$ cat src/rtl/iterative_shifter.sv
// Multi-cycle shift unit: SLL/SRL/SRA (plus optional rotate-right) moving up to STEP bits per clock.
// Optional feature macro: ITERATIVE_SHIFTER_ROTATE_EN (mode 11 = rotate right; otherwise mode 11 acts as SRL).
module iterative_shifter #(
    parameter int WIDTH = 32,
    parameter int STEP  = 1
) (
    input  logic                       clk,
    input  logic                       rst,
    input  logic                       start,
    input  logic [1:0]                 mode,
    input  logic [$clog2(WIDTH)-1:0]   shamt,
    input  logic [WIDTH-1:0]           a,
    output logic                       busy,
    output logic                       done,
    output logic [WIDTH-1:0]           result
);
    localparam int SW = $clog2(WIDTH);
    localparam logic [SW:0] STEP_W  = (SW+1)'(STEP);
`ifdef ITERATIVE_SHIFTER_ROTATE_EN
    localparam logic [SW:0] WIDTH_W = (SW+1)'(WIDTH);
`endif

    typedef enum logic [1:0] {IDLE, SHIFT, DONE} state_t;

    state_t           state_reg;
    logic [WIDTH-1:0] data_reg;
    logic [WIDTH-1:0] result_reg;
    logic [SW-1:0]    count_reg;
    logic [1:0]       mode_reg;
    logic             sign_reg;
    logic             busy_reg;
    logic             done_reg;

    logic [SW-1:0]    k;
    logic [SW-1:0]    count_next;
    logic [WIDTH-1:0] shifted;
    logic [WIDTH-1:0] sign_fill;
`ifdef ITERATIVE_SHIFTER_ROTATE_EN
    logic [SW:0]      rot_amt;
`endif

    // Per-cycle step: k = min(count, STEP). count never exceeds WIDTH-1, so k fits SW bits.
    always_comb begin
        if ({1'b0, count_reg} < STEP_W)
            k = count_reg;
        else
            k = STEP_W[SW-1:0];
        count_next = count_reg - k;
    end

    always_comb begin
        // SRA fills from the sign latched at accept, not the live MSB of data.
        sign_fill = sign_reg ? ~({WIDTH{1'b1}} >> k) : '0;
`ifdef ITERATIVE_SHIFTER_ROTATE_EN
        rot_amt   = WIDTH_W - {1'b0, k};
`endif
        case (mode_reg)
            2'b00:   shifted = data_reg << k;
            2'b01:   shifted = data_reg >> k;
            2'b10:   shifted = (data_reg >> k) | sign_fill;
`ifdef ITERATIVE_SHIFTER_ROTATE_EN
            default: shifted = (data_reg >> k) | (data_reg << rot_amt);
`else
            default: shifted = data_reg >> k;
`endif
        endcase
    end

    always_ff @(posedge clk) begin
        if (rst) begin
            state_reg  <= IDLE;
            data_reg   <= '0;
            result_reg <= '0;
            count_reg  <= '0;
            mode_reg   <= 2'b00;
            sign_reg   <= 1'b0;
            busy_reg   <= 1'b0;
            done_reg   <= 1'b0;
        end else begin
            case (state_reg)
                IDLE, DONE: begin
                    if (start) begin
                        data_reg  <= a;
                        count_reg <= shamt;
                        mode_reg  <= mode;
                        sign_reg  <= a[WIDTH-1];
                        if (shamt == '0) begin
                            state_reg  <= DONE;
                            result_reg <= a;
                            busy_reg   <= 1'b0;
                            done_reg   <= 1'b1;
                        end else begin
                            state_reg <= SHIFT;
                            busy_reg  <= 1'b1;
                            done_reg  <= 1'b0;
                        end
                    end else begin
                        state_reg <= IDLE;
                        busy_reg  <= 1'b0;
                        done_reg  <= 1'b0;
                    end
                end
                SHIFT: begin
                    data_reg  <= shifted;
                    count_reg <= count_next;
                    if (count_next == '0) begin
                        state_reg  <= DONE;
                        result_reg <= shifted;
                        busy_reg   <= 1'b0;
                        done_reg   <= 1'b1;
                    end else begin
                        busy_reg <= 1'b1;
                        done_reg <= 1'b0;
                    end
                end
                default: begin
                    state_reg <= IDLE;
                    busy_reg  <= 1'b0;
                    done_reg  <= 1'b0;
                end
            endcase
        end
    end

    assign busy   = busy_reg;
    assign done   = done_reg;
    assign result = result_reg;
endmodule
$ cat config.mk
export PLATFORM = sky130hd
export DESIGN_NAME = iterative_shifter
export DESIGN_NICKNAME = d
export VERILOG_FILES = /design/src/rtl/iterative_shifter.sv
export SDC_FILE = /design/constraint.sdc
export NUM_CORES = 1
export LEC_CHECK = 0
export CAP_MARGIN = 20
export CORE_AREA = 2 2 114 116
export DETAILED_ROUTE_END_ITERATION = 10
export DIE_AREA = 0 0 116 118
export GPL_TIMING_DRIVEN = 0
export SLEW_MARGIN = 20
export SYNTH_ARGS = -nofsm -noshare
export SYNTH_HDL_FRONTEND = slang
export SYNTH_SLANG_ARGS = --single-unit
$ cat constraint.sdc
create_clock -name clk -period 7.97 [get_ports clk]
set_clock_uncertainty 0.15 [all_clocks]
set_input_delay 0.797 -clock clk [delete_from_list [all_inputs] [get_ports clk]]
set_output_delay 0.797 -clock clk [all_outputs]
set_load 0.02 [all_outputs]
==> run summary <==
Final Cycle Share - 43.76%
RD Place Congestion - 0.8569
CTS tree - done
Internal Power - 844.4 µW
Status - complete, no violations
Post-synthesis compound-gate area fraction - 28.92%
Crit end category - flop
Residual DRC count - 0
Most frequent cell after synthesis - nand2_1
Simple-gate share of the synthesized area - 20.19%
Pin count of the biggest net entering global routing - 12
Seq/Total Area, Yosys - 35.85%
Placed cell count - 759
WP data required - 8010 ps
Least-Margin Pin Slew - 847.2 ps
Leak Pwr - 0.001846 µW
Endpoints failing setup - 0
Final std cells w/o fill - 774
Post-Syn Area - 4244 µm²
WL per Instance - 16.86 µm
Startpoint types - flop
Relative slew slack - 43.08%
Htree depth - 3
Yosys Warn Count - 0
Layout fillers - 1273
Detailed Route Iter0 Violations - 302
Area of the multi-input gates - 2445 µm²
R2R cell count - 12
Boundary Pins - 76
Layout Nets - 641
CP arrival - 3530 ps
Net Sw Power - 442.5 µW
CTS sink count - 76
First-pass GRT wire length - 21440 µm
Synth Area in Adders - 0.2948%
Area contributors post-synth - dfxtp_1 36%, a311oi_2 9.9%, nand2_1 9.2%
Initial DRT Pass Iterations - 5
Die ar. - 13690 µm²
Final ANT Viol Nets - 0
XOR/XNOR Fraction of Synth Area - 0%
Post-synthesis area per instance - 8.289 µm²
Seq pwr share - 36.3%
Post-CTS Setup Repair Bufs - 0
Top_reg_cell synth - dfxtp_1
Initial Utilization - 34.19%
Seq cells post-synth - 76
Period minus WS final - 3488 ps
Hold crit path type - reg -> reg
Largest family of logic cells by synthesized area - compound AO/OA/AOI/OAI gates
Largest area contributor in the netlist - dfxtp_1
N_diodes - 0
Synth cell types - 37
Worst-path fanout max - 10
Slew Limit Fails - 0
Port buffer count - 75
Hold path depth - 2
Worst R2R Setup Slack - 4480 ps
Final hold viol count - 0
Core area - 12410 µm²
CTS Buf Count - 9
Longest Clk Path Bufs - 2
Hold buffers post-CTS - 0
Ys async rst share - 0%
Vias in the first global route - 4147
Mux share of post-synthesis cell area - 8.196%
Die width - 116 µm
Switch share - 34.39%
Row cnt - 41
Die Height - 118 µm
RSZ-0062 raised after global routing - false
Global route total overflow - 0
Worst-Skew Late Latency - 340 ps
Peak supply drop - 102.1 µV
Via count - 4298
Post-synth EDFFs - 0
Post_cts resized - 0
Register area - 1521 µm²
Fin Setup TNS - 0 ps
Comb pwr share - 34.0%
Via density - 5.553
Syn Nets - 555
Register clock-pin slew on the reported worst setup and hold paths - 60 ps
Max frequency - 286.7 MHz
PwrDens - 234.8 nW/µm²
GRT Total Usage - 19.52%
Yosys top cell area share - 35.85%
Area Growth Syn to Fin - 29.13%
Worst path setup slack after routing - 4482 ps
Share of cells above drive strength 1 - 13.62%
DP Worst Slack - 4238 ps
DP HPWL - 9501 µm
Worst hold slack - 314.2 ps
Kind of critical path - reg -> reg
Clk pwr share - 29.7%
Final wirelength - 13050 µm
Max-Cap Viols - 0
Post-Synthesis Cells - 512
Clk root buf - clkbuf_16
Initial antenna violation count - 0
Most frequent cells after synthesis - 104 x nand2_1, 76 x dfxtp_1, 61 x nor3_1
## stage by stage
step / util [%] / area [µm²] / total power, µW
floorplan: - / 4244 / 765.5
global placement: 41.97 / 5210 / 895.9
detailed placement: 41.97 / 5210 / 907.9
CTS: 44.14 / 5480 / 1289
global route: 44.14 / 5480 / 1355
finish: 44.14 / 5480 / 1287
## critical path, cell delays in order, from the launching register on
cell      delay [ps]
dfxtp_1          300
buf_6            130
or4_4            510
buf_6            150
clkbuf_1         230
nand2b_1         190
ha_1             240
and4_1           190
clkbuf_1         300
or2_2            180
clkbuf_1         210
buf_2            390
a311oi_2         170
## per-layer routing
metal  track usage [%]  vias to the layer above  part of all wire (%)
li1                  -                     2065                     -
met1             26.98                     2073                    47
met3             2.935                       26                   4.6
met4             7.217                        0                   2.3
met2             30.56                      134                    47
met5                 0                        -                     0
## cells in the final DEF, fill, tap and decap left out, types with 3 or more instances in the layout
cell             instances
nand2b_1                 5
buf_6                    6
dfxtp_1                 76
clkbuf_16                9
a311oi_1                 3
a311o_1                 30
o21ai_0                 34
nor4_1                   3
nor2_1                  11
buf_2                    3
nor3_1                  61
nand2_1                104
clkdlybuf4s50_1         75
clkbuf_1                49
a311oi_2                28
mux2_2                  30
inv_1                    3
a21oi_1                 39
## path summary, 6_finish.rpt
kind / startpoint / endpoint
max: count_reg[1] / result[28]
min: sign_reg / sign_reg
max reg2reg: count_reg[1] / result[28]
min reg2reg: sign_reg / sign_reg
## power by group through the flow
stage	logic (µW)	registers [µW]	clock network (µW)
3_3_place_gp	423	473	0
5_1_grt	476	473	406
4_1_cts	435	466	388
6_report	437	467	383
3_5_place_dp	433	474	0
2_1_floorplan	278	488	0
## cell type report
type	count	share of cell area (%)
well taps	172	3.927
repair buffers	75	13.70
multi-input cells	375	44.61
clock buffers	13	4.749
plain buffers	58	4.863
inverters	3	0.2055
flip-flops and latches	76	27.76
clock inverters	2	0.1826
## cell families (layout without fill, tap and decap cells)
| family | after synthesis | count (layout) |
|---|---|---|
| buffers and inverters | 61 | 151 |
| AO/OA/AOI/OAI | 149 | 149 |
| multiplexers | 31 | 31 |
| flip-flops | 76 | 76 |
| AND/OR/NAND/NOR | 194 | 194 |
| adder cells (fa/ha/maj) | 1 | 1 |
Power figures use the tool's default switching activity.
